`src/rtl/uart_frame_alu_pkg.sv`:
```
// uart_frame_pkg: shared types and helpers for the UART frame ALU.
//   op_e    : 3-bit operation select carried with the first operand byte
//   state_e : frame FSM states
//   nbytes(): number of bytes in one WIDTH-bit operand
package uart_frame_pkg;

   // Operation table (results truncated to WIDTH):
   //   OP_ADD     y = A + B, carry = bit WIDTH of the sum
   //   OP_SUB     y = A - B, carry = borrow (A < B)
   //   OP_PASS_B  y = B
   //   OP_PASS_A  y = A
   //   OP_AND     y = A & B
   //   OP_OR      y = A | B
   //   OP_XOR     y = A ^ B
   //   OP_PASS_A2 y = A (second encoding of pass-A)
   // carry is 0 for every op other than ADD and SUB.
   typedef enum logic [2:0] {
      OP_ADD     = 3'b000,
      OP_SUB     = 3'b001,
      OP_PASS_B  = 3'b010,
      OP_PASS_A  = 3'b011,
      OP_AND     = 3'b100,
      OP_OR      = 3'b101,
      OP_XOR     = 3'b110,
      OP_PASS_A2 = 3'b111
   } op_e;

   typedef enum logic [1:0] {
      ST_COLLECT_A = 2'b00,
      ST_COLLECT_B = 2'b01,
      ST_EXEC      = 2'b10,
      ST_SEND      = 2'b11
   } state_e;

   function automatic int nbytes(input int width);
      return width / 8;
   endfunction

endpackage

```
`src/rtl/uart_frame_alu_alu.sv`:
```
// frame_alu: combinational operation unit for the UART frame ALU.
//   a, b  : WIDTH-bit operands
//   op    : operation select (op_e)
//   y     : WIDTH-bit result, truncated
//   carry : ADD carry-out or SUB borrow, 0 otherwise
module frame_alu
   import uart_frame_pkg::*;
#(
   parameter int WIDTH = 32
) (
   input  logic [WIDTH-1:0] a,
   input  logic [WIDTH-1:0] b,
   input  op_e              op,
   output logic [WIDTH-1:0] y,
   output logic             carry
);

   logic [WIDTH:0] sum_s;
   logic [WIDTH:0] diff_s;

   // One extra bit on each side exposes carry-out and borrow in the MSB.
   assign sum_s  = {1'b0, a} + {1'b0, b};
   assign diff_s = {1'b0, a} - {1'b0, b};

   // Operation select.
   always_comb begin
      y     = '0;
      carry = 1'b0;
      case (op)
         OP_ADD: begin
            y     = sum_s[WIDTH-1:0];
            carry = sum_s[WIDTH];
         end
         OP_SUB: begin
            y     = diff_s[WIDTH-1:0];
            carry = diff_s[WIDTH];
         end
         OP_PASS_B:  y = b;
         OP_PASS_A:  y = a;
         OP_AND:     y = a & b;
         OP_OR:      y = a | b;
         OP_XOR:     y = a ^ b;
         OP_PASS_A2: y = a;
         default: begin
            y     = a;
            carry = 1'b0;
         end
      endcase
   end

endmodule

```
`src/rtl/uart_frame_alu.sv`:
```
// uart_frame_alu: assembles two little-endian WIDTH-bit operands from a UART
// byte stream, applies one of eight operations, holds the result for display
// and streams the result bytes (LSB first) over a valid/ready handshake.
//   clk, rst_n          : clock, asynchronous active-low reset
//   rx_valid, rx_data   : received-byte strobe and data
//   op                  : operation, sampled with the first byte of A
//   tx_ready            : transmitter can accept a byte
//   tx_valid, tx_data   : outgoing result byte
//   result, carry       : last computed result / carry, held
//   result_valid        : one-cycle pulse when result updates
//   busy                : low only when idle in COLLECT_A with no bytes
//   frame_err           : one-cycle pulse on inter-byte timeout
//   overrun             : one-cycle pulse when a byte is dropped in EXEC/SEND
module uart_frame_alu
   import uart_frame_pkg::*;
#(
   parameter int WIDTH          = 32,
   parameter int TIMEOUT_CYCLES = 500000
) (
   input  logic             clk,
   input  logic             rst_n,
   input  logic             rx_valid,
   input  logic [7:0]       rx_data,
   input  logic [2:0]       op,
   input  logic             tx_ready,
   output logic             tx_valid,
   output logic [7:0]       tx_data,
   output logic [WIDTH-1:0] result,
   output logic             result_valid,
   output logic             carry,
   output logic             busy,
   output logic             frame_err,
   output logic             overrun
);

   localparam int NB = nbytes(WIDTH);
   localparam int CW = (NB > 1) ? $clog2(NB) : 1;
   localparam int TW = $clog2(TIMEOUT_CYCLES);
   localparam logic [CW-1:0] LAST_IDX = CW'(NB - 1);
   localparam logic [TW-1:0] TMO_LAST = TW'(TIMEOUT_CYCLES - 1);

   state_e            state_r;
   state_e            state_nx_s;
   logic [CW-1:0]     cnt_r;
   logic [CW-1:0]     cnt_nx_s;
   logic [TW-1:0]     tmo_r;
   logic              take_s;
   logic              tmo_run_s;
   logic              tmo_fire_s;
   logic [WIDTH-1:0]  a_r;
   logic [WIDTH-1:0]  b_r;
   op_e               op_r;
   logic              launch_r;
   logic [CW-1:0]     tx_idx_r;
   logic [CW-1:0]     tx_idx_nx_s;
   logic [7:0]        tx_byte_s;
   logic [WIDTH-1:0]  alu_y_s;
   logic              alu_c_s;
   logic [WIDTH-1:0]  result_r;
   logic              carry_r;
   logic              result_valid_r;
   logic              tx_valid_r;
   logic [7:0]        tx_data_r;
   logic              busy_r;
   logic              frame_err_r;
   logic              overrun_r;

   frame_alu #(.WIDTH(WIDTH)) u_alu (
      .a     (a_r),
      .b     (b_r),
      .op    (op_r),
      .y     (alu_y_s),
      .carry (alu_c_s)
   );

   assign tx_idx_nx_s = tx_idx_r + 1'b1;
   assign tx_byte_s   = 8'(result_r >> {tx_idx_nx_s, 3'b000});

   // Next-state, byte-count and timeout decisions.
   always_comb begin
      state_nx_s = state_r;
      cnt_nx_s   = cnt_r;
      take_s     = 1'b0;
      tmo_run_s  = 1'b0;
      tmo_fire_s = 1'b0;
      case (state_r)
         ST_COLLECT_A, ST_COLLECT_B: begin
            if (rx_valid) begin
               // A byte in the timeout cycle wins: it is taken, no error.
               take_s = 1'b1;
               if (cnt_r == LAST_IDX) begin
                  state_nx_s = (state_r == ST_COLLECT_A) ? ST_COLLECT_B : ST_EXEC;
                  cnt_nx_s   = '0;
               end else begin
                  cnt_nx_s = cnt_r + 1'b1;
               end
            end else if ((state_r == ST_COLLECT_B) || (cnt_r != '0)) begin
               tmo_run_s = 1'b1;
               if (tmo_r == TMO_LAST) begin
                  tmo_fire_s = 1'b1;
                  state_nx_s = ST_COLLECT_A;
                  cnt_nx_s   = '0;
               end else begin
                  cnt_nx_s = cnt_r;
               end
            end else begin
               cnt_nx_s = cnt_r;
            end
         end
         ST_EXEC: begin
            state_nx_s = ST_SEND;
         end
         ST_SEND: begin
            if (tx_valid_r && tx_ready && (tx_idx_r == LAST_IDX)) begin
               state_nx_s = ST_COLLECT_A;
            end else begin
               state_nx_s = ST_SEND;
            end
         end
         default: begin
            state_nx_s = ST_COLLECT_A;
            cnt_nx_s   = '0;
         end
      endcase
   end

   // FSM state and receive byte count.
   always_ff @(posedge clk or negedge rst_n) begin
      if (!rst_n) begin
         state_r <= ST_COLLECT_A;
         cnt_r   <= '0;
      end else begin
         state_r <= state_nx_s;
         cnt_r   <= cnt_nx_s;
      end
   end

   // Operand byte capture, op latch and inter-byte timeout counter.
   always_ff @(posedge clk or negedge rst_n) begin
      if (!rst_n) begin
         a_r   <= '0;
         b_r   <= '0;
         op_r  <= OP_ADD;
         tmo_r <= '0;
      end else begin
         if (take_s) begin
            if (state_r == ST_COLLECT_A) begin
               a_r[{cnt_r, 3'b000} +: 8] <= rx_data;
               if (cnt_r == '0) begin
                  op_r <= op_e'(op);
               end
            end else begin
               b_r[{cnt_r, 3'b000} +: 8] <= rx_data;
            end
         end
         if (tmo_run_s && !tmo_fire_s) begin
            tmo_r <= tmo_r + 1'b1;
         end else begin
            tmo_r <= '0;
         end
      end
   end

   // Result capture and TX byte streaming. The operands are frozen outside
   // the collect states, so the ALU output is captured on the edge after
   // EXEC, together with the first TX byte and the result_valid pulse.
   always_ff @(posedge clk or negedge rst_n) begin
      if (!rst_n) begin
         launch_r       <= 1'b0;
         result_r       <= '0;
         carry_r        <= 1'b0;
         result_valid_r <= 1'b0;
         tx_valid_r     <= 1'b0;
         tx_data_r      <= 8'h00;
         tx_idx_r       <= '0;
      end else begin
         launch_r       <= (state_r == ST_EXEC);
         result_valid_r <= 1'b0;
         if (launch_r) begin
            result_r       <= alu_y_s;
            carry_r        <= alu_c_s;
            result_valid_r <= 1'b1;
            tx_valid_r     <= 1'b1;
            tx_data_r      <= alu_y_s[7:0];
            tx_idx_r       <= '0;
         end else if (tx_valid_r && tx_ready) begin
            if (tx_idx_r == LAST_IDX) begin
               tx_valid_r <= 1'b0;
               tx_idx_r   <= '0;
            end else begin
               tx_idx_r  <= tx_idx_nx_s;
               tx_data_r <= tx_byte_s;
            end
         end
      end
   end

   // Status flags: busy follows the next state, error pulses last one cycle.
   always_ff @(posedge clk or negedge rst_n) begin
      if (!rst_n) begin
         busy_r      <= 1'b0;
         frame_err_r <= 1'b0;
         overrun_r   <= 1'b0;
      end else begin
         busy_r      <= !((state_nx_s == ST_COLLECT_A) && (cnt_nx_s == '0));
         frame_err_r <= tmo_fire_s;
         overrun_r   <= rx_valid && ((state_r == ST_EXEC) || (state_r == ST_SEND));
      end
   end

   assign tx_valid     = tx_valid_r;
   assign tx_data      = tx_data_r;
   assign result       = result_r;
   assign result_valid = result_valid_r;
   assign carry        = carry_r;
   assign busy         = busy_r;
   assign frame_err    = frame_err_r;
   assign overrun      = overrun_r;

endmodule

```
`config.mk`:
```
export PLATFORM = sky130hd
export DESIGN_NAME = uart_frame_alu
export DESIGN_NICKNAME = d
export VERILOG_FILES = /design/src/rtl/uart_frame_alu_pkg.sv /design/src/rtl/uart_frame_alu_alu.sv /design/src/rtl/uart_frame_alu.sv
export SDC_FILE = /design/constraint.sdc
export NUM_CORES = 1
export LEC_CHECK = 0
export CORE_MARGIN = 2
export CORE_UTILIZATION = 56
export CTS_CLUSTER_SIZE = 12
export DETAILED_ROUTE_END_ITERATION = 16
export PLACE_DENSITY = 0.78
export SYNTH_ARGS = -nofsm -noshare
export SYNTH_HDL_FRONTEND = slang
export SYNTH_SLANG_ARGS = --single-unit
```
`constraint.sdc`:
```
create_clock -name clk -period 2.8 [get_ports clk]
set_input_delay 0.56 -clock clk [delete_from_list [all_inputs] [get_ports clk]]
set_output_delay 0.56 -clock clk [all_outputs]
set_load 0.03 [all_outputs]
```
==> impl_metrics.tcl <==
set metrics [dict create \
    num_vias 12100 \
    hold_buffers 0 \
    cts_tree "yes" \
    drt_first_pass_iters 8 \
    placedCellCount 1866 \
    syn2layout_area_growth_pct 34.8 \
    r2r_slack_ns -0.30 \
    num-nets-final 1757 \
    synth-edff-count 0 \
    grt_use_total 0.385 \
    avgViaCountPerCell 6.33 \
    chipHeight_um 145 \
    critical_path_class "register to register" \
    finClkSkew_ns 0.0118 \
    syn_area_per_cell_sq_um 7.97 \
    cp_cell_sequence "inv_2 -> ha_4 -> nor2_4 -> a221oi_2 -> buf_4 -> nand4_1 -> a311o_1 -> o21bai_4 -> a31oi_2 -> a221o_1 -> nand2_1 -> a21oi_1 -> o311a_1" \
    startpoint_type "register" \
    gr-usage-met2 0.592 \
    postLayoutCoreUtil 0.772 \
    drt_wl_total_um 41900 \
    clockBufferDepth 2 \
    dp_hpwl_um 30200 \
    n_fill_cell 1335 \
    rows 51 \
    grt_pass1_wl_um 63900 \
    yosysUniqueCellTypes 70 \
    clk_latency_ns 0.44 \
    synth_ff_type "dfrtp_1" \
    async_reset_ff_frac 1.00 \
    violations "negative setup slack" \
    grt_overflow 0 \
    rsz0062_at_grt "yes" \
    grt_max_degree 59 \
    synthCells 1397 \
    min_period_ns 3.10 \
    cap_viol_max_count 0 \
    htreeDepth 4 \
    clk_pin_slew_ns 0.07 \
    wire_per_inst_um 21.9 \
    synth_area_sq_um 11100 \
    synth_fp_nets 1517 \
    hold_viol_final 0 \
    hold_path_class "primary input to async pin" \
    drv_slew 0 \
    drt_iter0_markers 1479 \
    dieWidth_um 145 \
    ios 61 \
    synth_warnings 0 \
    critPathArrivalTime_ns 3.43 \
    layout_setup_ws_ns -0.302 \
    cts.sinks 139 \
    clockRootBuffer "clkbuf_16" \
    grt_pass1_vias 11500 \
    critPathSlowestCell "a311o_1" \
    period_share 1.11 \
    tightest_slew_ns 0.769 \
    antennaDiodeCount 0 \
    grt-busiest-layer "met2" \
    place_congestion 1.00 \
    grt.met3_usage 0.0667 \
    antenna_left 0 \
    required_ns 3.13 \
    use_met1 0.542 \
    port_buffers 60 \
    dp_slack_ns -0.393 \
    antenna_found_initial 0 \
    drive_gt1_frac 0.268 \
    setup_viol 15 \
    start_util 0.572 \
    status "complete, but fails checks" \
    ys_ff_latch 139 \
    cp_max_fo 4 \
    ys_seq_area_frac 0.312 \
    fmax_ghz 0.322 \
    slowest_delay_ns 0.46 \
    dieArea_sq_um 21000 \
    drcViolationCount 0 \
    core_area_sq_um 19500 \
    cts_buffers 17 \
    endpoint_kind "register" \
    instances_no_fill 1915 \
    slew_headroom 0.486 \
]
repair_timing:
item | in CTS | in global routing
pin swaps | 35 | 63
gates resized for setup | 66 | 99
setup endpoints to repair | 22 | 25
setup buffers | 9 | 10
per-stage QoR:
step                setup TNS [ns]  area, sq um  hold WS [ns]
finish                       -1.55        15000        0.0958
CTS                          -1.56        14500         0.117
global route                 -3.16        15000         0.150
global placement             -2.88        13600         0.473
floorplan                  -0.0491        11200         0.264
detailed placement           -3.35        13600         0.489
routing by layer:
metal	share of wire	vias up	wire (um)
li1	-	5417	-
met1	0.41	5812	17000
met2	0.45	767	18800
met3	0.11	122	4570
met4	0.036	0	1530
met5	0	-	0
registers in the layout (all words and copies together) (netlist names):
register      flops
a_r              32
b_r              32
busy              1
carry             1
cnt_r             2
frame_err         1
launch_r          1
op_r              3
overrun           1
result           32
result_valid      1
state_r           2
tmo_r            19
tx_data           8
tx_idx_r          2
tx_valid          1
kinds of logic after synthesis:
logic type,Yosys count,share of synthesized area
simple gates,446,0.179
fa+ha+maj,105,0.119
compound gates,450,0.256
xor+xnor,41,0.0322
mux,30,0.0377
buf+inv,186,0.0635
flops,139,0.312
area by class of cell:
class                   count  area (sq um)  share of cell area
repair buffers            302          2470               0.164
multi-input cells        1072          7750               0.516
clock buffers              17           425              0.0283
flip-flops and latches    139          3480               0.232
inverters                 105           399              0.0266
clock inverters            15           166              0.0111
well taps                 265           332              0.0221
Yosys cell counts, drive strengths merged (5+ instances only):
cell type	count	area share
buf	19	0.0072
or3	8	0.0045
a22oi	19	0.013
and2	8	0.0045
nor3	23	0.010
o211ai	13	0.0088
nand3	24	0.011
mux4	9	0.018
nor2b	12	0.0067
a21o	10	0.0067
nand2b	29	0.016
dfrtp	139	0.31
o21ai	106	0.048
a21boi	5	0.0034
o21a	5	0.0034
o31ai	43	0.029
clkbuf	62	0.021
a31oi	15	0.0084
ha	103	0.12
nor4	9	0.0051
a221oi	8	0.0063
xnor2	29	0.023
nor2	134	0.045
and3	16	0.0091
o22ai	5	0.0028
nand4	7	0.0039
mux2	6	0.0061
o21bai	16	0.011
xor2	12	0.0094
nand2	167	0.056
o221ai	11	0.0086
inv	105	0.035
a211oi	14	0.0094
mux2i	15	0.013
a21oi	138	0.062
final timing paths:
kind,startpoint,end,depth (start not counted)
max,a_r[5]$_DFFE_PN0P_,result[30]$_DFFE_PN0P_,13
min,rst_n,b_r[12]$_DFFE_PN0P_,1
max reg2reg,a_r[5]$_DFFE_PN0P_,result[30]$_DFFE_PN0P_,13
min reg2reg,tmo_r[0]$_DFF_PN0_,tmo_r[0]$_DFF_PN0_,1
max in group asynchronous,rst_n,tmo_r[3]$_DFF_PN0_,2
min in group clk,tmo_r[0]$_DFF_PN0_,tmo_r[0]$_DFF_PN0_,1
placed cells by master, fill, tap and decap left out, types with 7 or more instances in the layout:
master	instances
or3_1	8
clkbuf_16	17
mux2i_1	15
buf_6	7
ha_1	78
xnor2_1	28
buf_4	234
ha_4	15
a31oi_1	13
dfrtp_1	136
xor2_1	12
nor2_1	127
nand2_1	164
and3_1	14
nand4_1	7
clkdlybuf4s50_1	59
ha_2	10
o21ai_0	90
nor2b_1	11
a21o_1	10
mux4_2	9
nand3_1	22
inv_1	84
o211ai_1	13
nor3_1	20
o221ai_1	11
o31ai_1	38
inv_2	19
a22oi_1	18
a21oi_2	15
nand2b_1	26
o21bai_1	12
a21oi_1	118
o21ai_1	10
critical path, delay by kind of cell, from the launching register on:
| kind | cells | cell delay (ns) |
|---|---|---|
| DFF | 1 | 0.42 |
| adders and majority gates | 1 | 0.33 |
| buffers and inverters | 2 | 0.23 |
| AOI/OAI and AO/OA | 7 | 1.73 |
| and+or+nand+nor | 3 | 0.26 |
Power is not shown: default switching activity piles up to over one toggle a cycle in this logic, so the estimate is an artifact.
